$ cat src/rtl/tx_bit_timer_ctrl.sv
//============================================================================
// Module   : tx_bit_timer_ctrl
// Purpose  : Bit-timing controller and byte scheduler for the USB transmit
//            path. Paces one bit every BIT_PERIOD clocks, pulls bytes from
//            the upstream source at byte boundaries, strobes the downstream
//            shifter, inserts stuff bits on request and times end-of-packet.
// Ports    : clk, rst        - clock, synchronous active-high reset
//            start           - begin a packet (honoured in IDLE only)
//            byte_valid/last - upstream byte handshake and last-byte flag
//            stuff_req       - insert a stuff bit at this bit boundary
//            byte_ready      - byte accepted / shifter parallel-load strobe
//            shift_strobe    - advance shifter by one data bit
//            stuff_strobe    - emit a stuff bit, hold data
//            bit_idx         - data bit currently on the line
//            busy, eop       - packet in progress / EOP interval
//            done, underrun  - single-cycle completion / underrun pulses
// Revision : 1.0 - initial release
//============================================================================
`timescale 1ns/1ps
`default_nettype none

module tx_bit_timer_ctrl #(
  parameter int BIT_PERIOD = 8,
  parameter int EOP_BITS   = 2
) (
  input  logic       clk,
  input  logic       rst,
  input  logic       start,
  input  logic       byte_valid,
  input  logic       byte_last,
  input  logic       stuff_req,
  output logic       byte_ready,
  output logic       shift_strobe,
  output logic       stuff_strobe,
  output logic [2:0] bit_idx,
  output logic       busy,
  output logic       eop,
  output logic       done,
  output logic       underrun
);

  localparam int c_cnt_w = $clog2(BIT_PERIOD + 1);
  // Wide enough to hold EOP_BITS-1 even when EOP_BITS is 1.
  localparam int c_eop_w = (EOP_BITS > 1) ? $clog2(EOP_BITS) : 1;

  localparam logic [c_cnt_w-1:0] c_period   = c_cnt_w'(BIT_PERIOD);
  localparam logic [c_cnt_w-1:0] c_cnt_one  = c_cnt_w'(1);
  localparam logic [c_eop_w-1:0] c_eop_last = c_eop_w'(EOP_BITS - 1);
  localparam logic [c_eop_w-1:0] c_eop_one  = c_eop_w'(1);

  typedef enum logic [2:0] {
    S_IDLE  = 3'd0,
    S_FIRST = 3'd1,
    S_SEND  = 3'd2,
    S_EOP   = 3'd3,
    S_DONE  = 3'd4,
    S_ERR   = 3'd5
  } state_t;

  state_t               r_state;
  logic [c_cnt_w-1:0]   r_clk_cnt;
  logic [2:0]           r_bit_cnt;
  logic [c_eop_w-1:0]   r_eop_cnt;
  logic                 r_last_q;

  logic w_boundary;
  logic w_send_bnd;
  logic w_byte_end;

  // Strobes are combinational so the shifter reacts in the boundary cycle
  // itself; this is what lets the next byte load with no gap on the line.
  always_comb begin
    w_boundary   = (r_clk_cnt == c_period);
    w_send_bnd   = (r_state == S_SEND) && w_boundary;
    stuff_strobe = w_send_bnd && stuff_req;
    shift_strobe = w_send_bnd && !stuff_req;
    // A stuff bit on the bit-7 boundary postpones the byte boundary.
    w_byte_end   = shift_strobe && (r_bit_cnt == 3'd7);
    byte_ready   = ((r_state == S_FIRST) && byte_valid) ||
                   (w_byte_end && !r_last_q && byte_valid);
  end

  assign bit_idx  = r_bit_cnt;
  assign busy     = (r_state != S_IDLE);
  assign eop      = (r_state == S_EOP);
  assign done     = (r_state == S_DONE);
  assign underrun = (r_state == S_ERR);

  always_ff @(posedge clk) begin
    if (rst) begin
      r_state   <= S_IDLE;
      r_clk_cnt <= '0;
      r_bit_cnt <= '0;
      r_eop_cnt <= '0;
      r_last_q  <= 1'b0;
    end else begin
      case (r_state)
        S_IDLE: begin
          if (start) r_state <= S_FIRST;
        end

        S_FIRST: begin
          if (byte_valid) begin
            r_last_q  <= byte_last;
            r_clk_cnt <= c_cnt_one;
            r_bit_cnt <= 3'd0;
            r_state   <= S_SEND;
          end
        end

        S_SEND: begin
          r_clk_cnt <= w_boundary ? c_cnt_one : (r_clk_cnt + c_cnt_one);
          if (shift_strobe) begin
            if (r_bit_cnt != 3'd7) begin
              r_bit_cnt <= r_bit_cnt + 3'd1;
            end else if (r_last_q) begin
              r_eop_cnt <= '0;
              r_state   <= S_EOP;
            end else if (byte_valid) begin
              r_last_q  <= byte_last;
              r_bit_cnt <= 3'd0;
            end else begin
              r_state   <= S_ERR;
            end
          end
        end

        S_EOP: begin
          if (w_boundary) begin
            r_clk_cnt <= c_cnt_one;
            if (r_eop_cnt == c_eop_last) r_state <= S_DONE;
            else                         r_eop_cnt <= r_eop_cnt + c_eop_one;
          end else begin
            r_clk_cnt <= r_clk_cnt + c_cnt_one;
          end
        end

        // Leave counters cleared so an idle block looks like a reset one.
        S_DONE, S_ERR: begin
          r_clk_cnt <= '0;
          r_bit_cnt <= '0;
          r_eop_cnt <= '0;
          r_last_q  <= 1'b0;
          r_state   <= S_IDLE;
        end

        default: r_state <= S_IDLE;
      endcase
    end
  end

endmodule

`default_nettype wire

$ cat config.mk
export PLATFORM = sky130hd
export DESIGN_NAME = tx_bit_timer_ctrl
export DESIGN_NICKNAME = d
export VERILOG_FILES = /design/src/rtl/tx_bit_timer_ctrl.sv
export SDC_FILE = /design/constraint.sdc
export NUM_CORES = 1
export LEC_CHECK = 0
export ABC_CLOCK_PERIOD_IN_PS = 5900
export CAP_MARGIN = 20
export CORE_AREA = 2 2 52 54
export DETAILED_ROUTE_END_ITERATION = 6
export DIE_AREA = 0 0 54 56
export HOLD_SLACK_MARGIN = 0.06
export SLEW_MARGIN = 30
export SYNTH_ARGS = -nofsm -noshare
export SYNTH_HDL_FRONTEND = slang
export SYNTH_SLANG_ARGS = --single-unit
$ cat constraint.sdc
create_clock -name clk -period 5.9 [get_ports clk]
set_clock_uncertainty 0.2 [all_clocks]
set_input_delay 0.885 -clock clk [delete_from_list [all_inputs] [get_ports clk]]
set_output_delay 0.885 -clock clk [all_outputs]
set_load 0.1 [all_outputs]
# [Word-level counts from Yosys, hierarchy flattened]
# Index checks and enable logic that the tools add are counted.
[op_classes] add_sub_neg=3 n_mul=0 n_eq_ne=17 order_cmp=0 muxes=29 reduce_logical=22 div=0 bitwise_logic=0 shift=0
[op_table] op="3-bit 2-to-1 mux" n=12
[op_table] op="3-bit one-hot mux with 4 select lines" n=1
[op_table] op="4-bit one-hot mux with 3 select lines" n=1
[op_table] op="3-bit nonzero test" n=4
[op_table] op="1-bit 2-to-1 mux" n=10
[op_table] op="2-bit inequality test (second input constant)" n=5
[op_table] op="3-bit == test (second input constant)" n=3
[op_table] op="3-bit one-hot mux with 3 select lines" n=1
[op_table] op="4-bit 2-to-1 mux" n=2
[op_table] op="1-bit logical AND" n=7
[op_table] op="7-bit AND reduction" n=1
[op_table] op="3-bit by 2-bit == test with 1-bit output (second input constant)" n=2
[op_table] op="3-bit inequality test (second input constant)" n=2
[op_table] op="1-bit one-hot mux with 3 select lines" n=2
[op_table] op="5-bit AND reduction" n=1
[op_table] op="4-bit by 1-bit adder with 4-bit output (second input constant)" n=1
[op_table] op="4-bit == test (second input constant)" n=1
[op_table] op="2-bit by 1-bit inequality test with 1-bit output (second input constant)" n=2
[op_table] op="4-bit AND reduction" n=1
[op_table] op="2-bit OR reduction" n=2
[op_table] op="3-bit by 1-bit adder with 3-bit output (second input constant)" n=1
[op_table] op="3-bit by 1-bit == test with 1-bit output (second input constant)" n=1
[op_table] op="3-bit zero test" n=1
[op_table] op="3-bit by 2-bit inequality test with 1-bit output (second input constant)" n=1
[op_table] op="other kinds (5)" n=6
[totals] word_cells=76 output_inout_bits=10 n_memories=0 ram_bits=0 latchBits=0 in_bits=6 mem_bits_ro=0 register_bits=12

# [Logic depth before layout (Yosys ltp)]
# Gate-level depths: netlist of run 1.
[logic_depth] ltp_word=7 ltp_mapped=8 depth_no_buf=6

# [Worst setup path after synthesis of run 1]
# OpenSTA, ideal clock, no wires.
[synth_timing] path_kind="reg2out" startpoint="register r_bit_cnt[0], in the netlist bit_idx[0]" endpoint="output byte_ready" required_ns=4.815 path_stages_with_launch=5 arrival_ns=3.874 setup_slack_ns=0.941 n_path_buf=0 cell_sequence="dfxtp_1 > ha_1 > ha_1 > a41oi_1 > nor3b_1"
[synth_via] elab_chain_cells=5
[synth_rtl] item="start: declaration" line="62" source="logic [2:0] r_bit_cnt;"
[synth_rtl] item="start signal: assignment" line="115" source="r_bit_cnt <= r_bit_cnt + 3'd1;"
[synth_rtl] item="3-bit == test" line="78" source="w_byte_end = shift_strobe && (r_bit_cnt == 3'd7);"
[synth_rtl] item="1-bit logical AND" line="78"
[synth_rtl] item="1-bit logical AND (2 in series)" line="80" source="(w_byte_end && !r_last_q && byte_valid);"
[synth_rtl] item="1-bit logical OR" line="79" source="byte_ready = ((r_state == S_FIRST) && byte_valid) ||"
[synth_rtl] item="end: declaration" line="32" source="output logic byte_ready,"
# No other way between the ends.

# [Worst setup path after layout of run 1]
[layout_timing] startpoint="input stuff_req" endpoint="output byte_ready"
[layout_via] elab_chain_cells=6
[layout_rtl] item="start: declaration" line="31" source="input logic stuff_req,"
[layout_rtl] item="1-bit zero test" line="76" source="shift_strobe = w_send_bnd && !stuff_req;"
[layout_rtl] item="1-bit logical AND" line="76"
[layout_rtl] item="1-bit logical AND" line="78"
[layout_rtl] item="1-bit logical AND (2 in series)" line="80"
[layout_rtl] item="1-bit logical OR" line="79"
# No other way between the ends.

==> impl_metrics.ini, run 1 <==
[run_status]
status = finished, final reports clean

[detailed_routing]
drc = 0
dr.pass1.iters = 4
vias_per_cell = 5.80
num_vias = 933
antenna_left = 0
wl_per_cell_um = 14.8
drt_wl_total_mm = 2.38
drt_iter0_markers = 28

[timing]
fmax_ghz = 0.232
setup_ws_ns = 1.59
slew_headroom_pct = 35.1
finalSetupTns_ns = 0
report.final.hold_viol_count = 0
setup_violations = 0
period_needed_ns = 4.31
drv_slew = 0
period_share_pct = 73.1
worstMarginPinSlew_ns = 0.970
grt_setup_unrepaired = no

[global_route]
grt_pass1_vias = 845
globalRouteTotalUtil_pct = 17.7
antenna_found_initial = 0
grt_max_degree = 18
grt_overflow = 0
grt_pass1_wl_mm = 3.94

[pwr]
p_leak_nw = 0.395
switching_share_pct = 52.4
vdd_drop_max_mv = 0.213
p_clk_share_pct = 14.1
seqPwrFrac_pct = 27.4
p_sw_uw = 257
p_int_uw = 234
p_per_area_nw_per_um2 = 431
comb_power_share_pct = 58.5

[final_layout]
nets = 145
syn_to_final_growth_pct = 20.5
insertedDiodeCount = 0
design_area_um2 = 1140
final_layout_size_suffix_gt1_share_pct = 6.87

[logic_synthesis]
synthTopCellsByArea = dfxtp_1 (25%), ha_1 (9.3%), nor2b_1 (4.0%)
yosysSeqAreaShare_pct = 25.4
synth.most_common_cell = dfxtp_1
netlist_instances = 119
yosys_warnings = 0
postSynthAreaPerCell_um2 = 7.94
synth.distinct_cells = 41
synthTopCellsByCount = dfxtp_1 (12), nand2_1 (9), inv_1 (8), nor2_1 (8)
yosys_register_bits = 12
syn_nets = 132
synth_edf_count = 0
yosysTopAreaCellShare_pct = 25.4
yosysTopAreaCell = dfxtp_1
synth_ff_type = dfxtp_1
synth-async-reset-ratio_pct = 0
synth_area_um2 = 945

[worst_setup_path]
worst-r2r-setup-slack_ns = 3.73
cp-end-kind = output port
required_ns = 4.82
cp-startpoint = stuff_req
criticalPathCategory = in -> out
crit_fanout = 5
worstReg2RegStart = r_state[2]$_SDFFE_PP0P_
cp_data_arrival_time_ns = 3.23
startpoint_type = input port

[clocking]
numCtsBuffers = 3
hold_buffers = 0
h-tree-depth = 1
cts.sinks = 12
post_cts_buffers = 0
clkTransAtPathRegs_ns = 0.08
clock_path_buffers = 2
post_cts_resized = 0
clock-root-buffer = clkbuf_4
cts_tree = done
clock_latency_ns = 0.28

[floorplanning]
core_area_um2 = 2430
pin_count = 16
start_util_pct = 38.8
die_h_um = 56
die_w_um = 54
dieArea_um2 = 3020
row_count = 18

[run]
cap_violations = 0

[hold_path]
hp-class = reg -> reg
min_from = r_clk_cnt[2]$_SDFFE_PP0P_

[place]
place_area_um2 = 1100
io_buffers = 15
gp_congestion = 0.857
hpwl_mm = 1.73
place_ws_ns = 1.60
[cell type report]
cell class | instances | area, um2
Tap cell | 30 | 37.5
Sequential cell | 12 | 240
Timing Repair Buffer | 15 | 150
Inverter | 8 | 30.0
Multi-Input combinational cell | 92 | 644
Clock buffer | 4 | 36.3
Fill cell | 251 | 1290
[critical path: stages]
cell and delay, ns:
clkdlybuf4s50_1 0.52, nor2_1 0.28, a41oi_1 0.16, nor3b_1 0.22, clkdlybuf4s50_1 1.16
[path summary, 6_finish.rpt]
| path | end | depth (start not counted) |
|---|---|---|
| worst min register to register | r_clk_cnt[2]$_SDFFE_PP0P_ | 2 |
| worst min-delay path | r_clk_cnt[2]$_SDFFE_PP0P_ | 2 |
| worst max register to register | r_clk_cnt[1]$_SDFFE_PP0P_ | 6 |
| worst max-delay path | byte_ready | 5 |
[kinds of logic after synthesis]
logic type	after synthesis	synth area share, %
fa+ha+maj	7	9.27
flops	12	25.4
mux	2	2.25
compound gates	35	27.7
buf+inv	15	6.36
simple gates	48	29.0
[placed cells by master (no fill, tap or decap), drive strengths merged, types with 2 or more instances in the layout]
master,netlist,layout
clkdlybuf4s50,0,15
dfxtp,12,12
nand2,9,9
inv,8,8
nor2,8,8
a21oi,8,8
ha,7,7
nor2b,6,6
nand3,6,6
nor3,4,4
clkbuf,4,4
and3,3,3
o21ai,3,3
o32ai,3,3
a311oi,3,3
a41oi,2,2
nor3b,2,2
nand2b,2,2
a211o,2,2
nand4,2,2
a21o,2,2
a31oi,2,2
or3b,2,2
nor4,2,2
[registers in the layout, indices dropped and copies added (netlist names)]
register   count
bit_idx        3
r_state        3
r_clk_cnt      4
r_last_q       1
r_eop_cnt      1
[power groups by stage]
| stage | sequential (mW) | clock (mW) | combinational, mW |
|---|---|---|---|
| final | 0.134 | 0.0693 | 0.287 |
| after global routing | 0.138 | 0.0744 | 0.313 |
| after CTS | 0.133 | 0.0720 | 0.287 |
| after detailed placement | 0.135 | 0 | 0.286 |
| after global placement | 0.134 | 0 | 0.285 |
| after floorplan | 0.107 | 0 | 0.255 |
[stage by stage]
| stage | utilization, % | hold slack (ns) | total power [mW] | std cells |
|---|---|---|---|---|
| final | 46.8 | 0.326 | 0.490 | 161 |
| after global routing | 46.8 | 0.340 | 0.526 | 161 |
| after CTS | 46.8 | 0.329 | 0.492 | 161 |
| after detailed placement | 45.3 | 0.317 | 0.420 | 157 |
| after global placement | 45.3 | 0.295 | 0.419 | 157 |
| after floorplan | - | 0.274 | 0.362 | 119 |
[routing by layer]
layer | vias to the layer above | part of all wire (%) | GRT usage (%)
met5 | - | 0 | 0
met4 | 0 | 1.6 | 9.64
met3 | 4 | 4.2 | 5.11
met2 | 23 | 47 | 24.7
met1 | 435 | 48 | 23.9
li1 | 471 | - | -
No activity file was read; power rests on OpenSTA's default activity.
==> inputs of run 2 (changes only) <==
--- a/config.mk
+++ b/config.mk
@@ -5,7 +5,7 @@
 export SDC_FILE = /design/constraint.sdc
 export NUM_CORES = 1
 export LEC_CHECK = 0
-export ABC_CLOCK_PERIOD_IN_PS = 5900
+export ABC_CLOCK_PERIOD_IN_PS = 4170
 export CAP_MARGIN = 20
 export CORE_AREA = 2 2 52 54
 export DETAILED_ROUTE_END_ITERATION = 6
==> constraint.sdc (replaced) <==
create_clock -name clk -period 4.17 [get_ports clk]
set_clock_uncertainty 0.2 [all_clocks]
set_input_delay 0.6255 -clock clk [delete_from_list [all_inputs] [get_ports clk]]
set_output_delay 0.6255 -clock clk [all_outputs]
set_load 0.1 [all_outputs]
==> run 2 against run 1 <==
  * Final area is 0.66% lower
  * Wire length is 4.6% higher
  * Cell count stayed put
  * Via count is 2.5% higher
  * First-iteration DRC count is 7.1% higher
  * Critical path type is now reg -> out
  * Critical path depth is 2 lower
  * Non-clock buffer count stayed put
  * Setup slack worse by 0.78 ns
  * Sequential share of layout area is 0.14 points higher
  * Global-route usage is 0.062 points higher
  * Critical endpoint is now done
  * Highest routed layer unchanged
==> impl_metrics.ini, run 2 (synthesis results as in run 1) <==
[floorplanning]
die_w_um = 54
die_h_um = 56
core_area_um2 = 2430
dieArea_um2 = 3020
start_util_pct = 38.8
pin_count = 16
row_count = 18

[worst_setup_path]
worstReg2RegStart = r_state[1]$_SDFFE_PP0P_
cp-end-kind = output port
rr_worst_depth = 5
cp_data_arrival_time_ns = 2.54
worst-r2r-setup-slack_ns = 1.95
slowest_delay_ns = 1.16
path_cells = inv_1 -> nor3_1 -> clkdlybuf4s50_1
slowest_stage = clkdlybuf4s50_1
criticalPathCategory = reg -> out
crit_fanout = 14
timing.rr.end = r_clk_cnt[1]$_SDFFE_PP0P_
required_ns = 3.34
startpoint_type = register

[final_layout]
largest_reg_flops = 4
final_layout_size_suffix_gt1_share_pct = 11.5
final_common_cell = dfxtp_1
syn_to_final_growth_pct = 19.7
insertedDiodeCount = 0
final_cell_mix = dfxtp_1 (12), clkdlybuf4s50_1 (10), nand2_1 (9)
regMostFlops = r_clk_cnt
postLayoutCoreUtil_pct = 46.5
nets = 145

[global_route]
grt_pass1_wl_mm = 4.04
antenna_found_initial = 0
grt_pass1_vias = 830
grt_max_degree = 18
globalRouteTotalUtil_pct = 17.8
grt_overflow = 0

[timing]
fmax_ghz = 0.297
slew_headroom_pct = 35.0
period_share_pct = 80.6
finalSetupTns_ns = 0
worstMarginPinSlew_ns = 0.973
grt_setup_unrepaired = no
period_needed_ns = 3.36
report.final.hold_viol_count = 0
drv_slew = 0
setup_violations = 0

[clocking]
cts.sinks = 12
clock_path_buffers = 2
post_cts_resized = 0
numCtsBuffers = 3
clkTransAtPathRegs_ns = 0.09
clock-root-buffer = clkbuf_4
post_cts_buffers = 0
h-tree-depth = 1
clock_latency_ns = 0.29
cts_tree = done
hold_buffers = 0

[detailed_routing]
wl_per_cell_um = 15.5
dr.pass1.iters = 4
drc = 0
drt_iter0_markers = 30
antenna_left = 0
vias_per_cell = 5.94
drt_wl_total_mm = 2.49
num_vias = 956

[hold_path]
min_from = r_clk_cnt[3]$_SDFFE_PP0P_
hp-class = reg -> reg
worstHoldEndpoint = r_clk_cnt[3]$_SDFFE_PP0P_
hold_depth = 1

[pwr]
p_per_area_nw_per_um2 = 622
p_leak_nw = 0.407
vdd_drop_max_mv = 0.371

[place]
io_buffers = 15
gp_congestion = 0.837
hpwl_mm = 1.73

[run_status]
status = finished, final reports clean

[run]
cap_violations = 0
[run 2: changes by cell type in the layout (fill, tap and decap cells not counted), sizes merged]
cell | before | now
clkdlybuf4s50 | 15 | 10
buf | 0 | 5
[run 2: area by class of cell]
cell class | instances | area, um2
flip-flops and latches | 12 | 240
multi-input cells | 92 | 649
fillers | 257 | 1300
clock buffers | 4 | 36.3
well taps | 30 | 37.5
inverters | 8 | 30.0
repair buffers | 15 | 138
[run 2: through the flow]
step	total power, mW	cells	instance area (um2)	hold slack [ns]	setup slack, ns
2_1_floorplan	0.514	119	950	0.274	0.427
3_3_place_gp	0.595	157	1090	0.296	1.23
3_5_place_dp	0.597	157	1090	0.305	1.16
4_1_cts	0.701	161	1130	0.318	0.820
5_1_grt	0.755	161	1130	0.350	0.702
6_report	0.704	161	1130	0.321	0.808
[run 2: worst max-delay path by stage]
stage                            start  endpoint  slack, ns  cells past startpoint
6_report       r_state[2]$_SDFFE_PP0P_      done       0.81                      3
5_1_grt        r_state[2]$_SDFFE_PP0P_      done       0.70                      3
4_1_cts        r_state[2]$_SDFFE_PP0P_      done       0.82                      3
3_5_place_dp   r_state[2]$_SDFFE_PP0P_      done       1.16                      3
3_3_place_gp   r_state[2]$_SDFFE_PP0P_      done       1.23                      3
2_1_floorplan  r_state[2]$_SDFFE_PP0P_      done       0.43                      3
[run 2: metal layers]
layer  wire [um]  GRT usage, %  vias up
met5           0             0        -
met4          15          3.21        0
met3         100          4.84        2
met2        1170          27.2       22
met1        1200          25.0      457
li1            -             -      475
[run 2: power by group]
part / total [mW] / internal, mW / switching, mW
logic: 0.413 / 0.143 / 0.270
registers: 0.189 / 0.134 / 0.0549
clock network: 0.101 / 0.0532 / 0.0482
total: 0.704 / 0.331 / 0.373
[run 2: worst max-delay path, delay by kind of cell (launching register included)]
kind	cells	cell delay (ns)
buffers and inverters	2	1.39
DFF	1	0.62
and+or+nand+nor	1	0.23
==> inputs of run 3 (changes only) <==
--- a/config.mk
+++ b/config.mk
@@ -5,7 +5,7 @@
 export SDC_FILE = /design/constraint.sdc
 export NUM_CORES = 1
 export LEC_CHECK = 0
-export ABC_CLOCK_PERIOD_IN_PS = 4170
+export ABC_CLOCK_PERIOD_IN_PS = 2850
 export CAP_MARGIN = 20
 export CORE_AREA = 2 2 52 54
 export DETAILED_ROUTE_END_ITERATION = 6
==> constraint.sdc (replaced) <==
create_clock -name clk -period 2.85 [get_ports clk]
set_clock_uncertainty 0.2 [all_clocks]
set_input_delay 0.4275 -clock clk [delete_from_list [all_inputs] [get_ports clk]]
set_output_delay 0.4275 -clock clk [all_outputs]
set_load 0.1 [all_outputs]
==> run 3 against run 2 <==
  * Wire length fell by 4.9%
  * Cell count grew 1.2%
  * Worst hold slack worse by 0.016 ns
  * Largest power group unchanged
  * Non-clock buffer count rose by 2
  * Die area unchanged
  * Global-route usage fell by 0.56 points
  * Utilization up 2.1 points
  * Final area increased by 4.4%
==> impl_metrics.ini, run 3 (synthesis results as in run 1) <==
[timing]
period_needed_ns = 2.53
report.final.hold_viol_count = 0
worstMarginPinSlew_ns = 0.544
fmax_ghz = 0.395
slew_headroom_pct = 63.7
setup_violations = 0
finalHoldWorstSlack_ns = 0.305
drv_slew = 0
period_share_pct = 88.9
grt_setup_unrepaired = no
setup_ws_ns = 0.317

[worst_setup_path]
cp-end-kind = output port
startpoint_type = register
crit_fanout = 5
criticalPathCategory = reg -> out
required_ns = 2.22
cp_data_arrival_time_ns = 1.91

[floorplanning]
die_h_um = 56
row_count = 18
core_area_um2 = 2430
dieArea_um2 = 3020
die_w_um = 54
pin_count = 16
start_util_pct = 38.8

[global_route]
globalRouteTotalUtil_pct = 17.2
antenna_found_initial = 0
grt_pass1_wl_mm = 3.95
grt_pass1_vias = 842
grt_overflow = 0
grt_max_degree = 18

[pwr]
switching_share_pct = 52.1
seqPwrFrac_pct = 27.4
power.total_mw = 1.02
p_sw_uw = 530
p_per_area_nw_per_um2 = 862
p_leak_nw = 0.435
vdd_drop_max_mv = 0.587
comb_power_share_pct = 59.0
p_int_uw = 488
p_clk_share_pct = 13.7

[clocking]
clock_latency_ns = 0.28
hold_buffers = 0
h-tree-depth = 1
cts_tree = done
post_cts_resized = 0
post_cts_buffers = 0
clock-root-buffer = clkbuf_4
clkTransAtPathRegs_ns = 0.07
clock_path_buffers = 2
numCtsBuffers = 3
cts.sinks = 12

[final_layout]
largest_reg_flops = 4
final_cell_mix = dfxtp_1 (12), nand2_1 (9), buf_4 (9)
syn_to_final_growth_pct = 25.0
nets = 147
regMostFlops = r_clk_cnt
final_layout_size_suffix_gt1_share_pct = 18.0
final_common_cell = dfxtp_1
nFillCells = 244
insertedDiodeCount = 0
design_area_um2 = 1180

[place]
place_area_um2 = 1140
place_ws_ns = 0.447
hpwl_mm = 1.72
gp_congestion = 0.848
io_buffers = 15

[hold_path]
hp-class = reg -> reg

[run_status]
status = finished, final reports clean

[detailed_routing]
wl_per_cell_um = 14.5
dr.pass1.iters = 4
drt_iter0_markers = 16
drc = 0
num_vias = 972
drt_wl_total_mm = 2.37
antenna_left = 0
vias_per_cell = 5.96

[run]
cap_violations = 0
-- run 3: cell count changes in the layout (fill, tap and decap cells not counted) --
| cell | change |
|---|---|
| buf_12 | +3 |
| buf_4 | +4 |
| clkdlybuf4s50_1 | -5 |
| nor3_1 | -2 |
| nor3_2 | +2 |
-- run 3: per-layer routing --
layer	GRT usage (%)	share of wire (%)	routed length, um
met4	4.64	0.97	23
met5	0	0	0
met1	25.0	48	1130
met2	24.4	47	1110
met3	5.11	4.6	108
-- run 3: final timing paths --
| check | depth (start not counted) | end | startpoint | slack [ns] |
|---|---|---|---|---|
| worst max register to register | 5 | bit_idx[2]$_SDFFE_PP0P_ | r_state[1]$_SDFFE_PP0P_ | 0.65 |
| worst min-delay path | 1 | r_clk_cnt[3]$_SDFFE_PP0P_ | r_clk_cnt[3]$_SDFFE_PP0P_ | 0.31 |
| worst min register to register | 1 | r_clk_cnt[3]$_SDFFE_PP0P_ | r_clk_cnt[3]$_SDFFE_PP0P_ | 0.31 |
| worst max-delay path | 7 | byte_ready | r_clk_cnt[0]$_SDFFE_PP0P_ | 0.32 |
-- run 3: final cells by class --
| type | instances | area [um2] | share of cell area (%) |
|---|---|---|---|
| clock buffer | 4 | 36.3 | 3.07 |
| inverter | 8 | 30.0 | 2.54 |
| multi-input combinational | 92 | 659 | 55.8 |
| sequential | 12 | 240 | 20.3 |
| tap | 30 | 37.5 | 3.18 |
| timing repair buffer | 17 | 178 | 15.0 |
-- run 3: worst max-delay path, stage by stage, from the launching register on --
cell and delay, ns:
dfxtp_1 0.35, inv_1 0.07, ha_1 0.16, nand3b_1 0.11, nor2_1 0.26, a41oi_1 0.18
nor3b_2 0.28, buf_12 0.21
-- run 3: power groups by stage --
stage	Combinational, mW	Clock (mW)	Sequential (mW)
floorplan	0.535	0	0.222
global placement	0.595	0	0.280
detailed placement	0.596	0	0.281
CTS	0.599	0.145	0.277
global route	0.656	0.154	0.287
finish	0.600	0.139	0.278
-- run 3: stage by stage --
stage | util [%] | instances | TNS, ns
6_report | 48.6 | 163 | 0
2_1_floorplan | - | 119 | -2.11
5_1_grt | 48.6 | 163 | 0
3_3_place_gp | 47.1 | 159 | 0
4_1_cts | 48.6 | 163 | 0
3_5_place_dp | 47.1 | 159 | 0
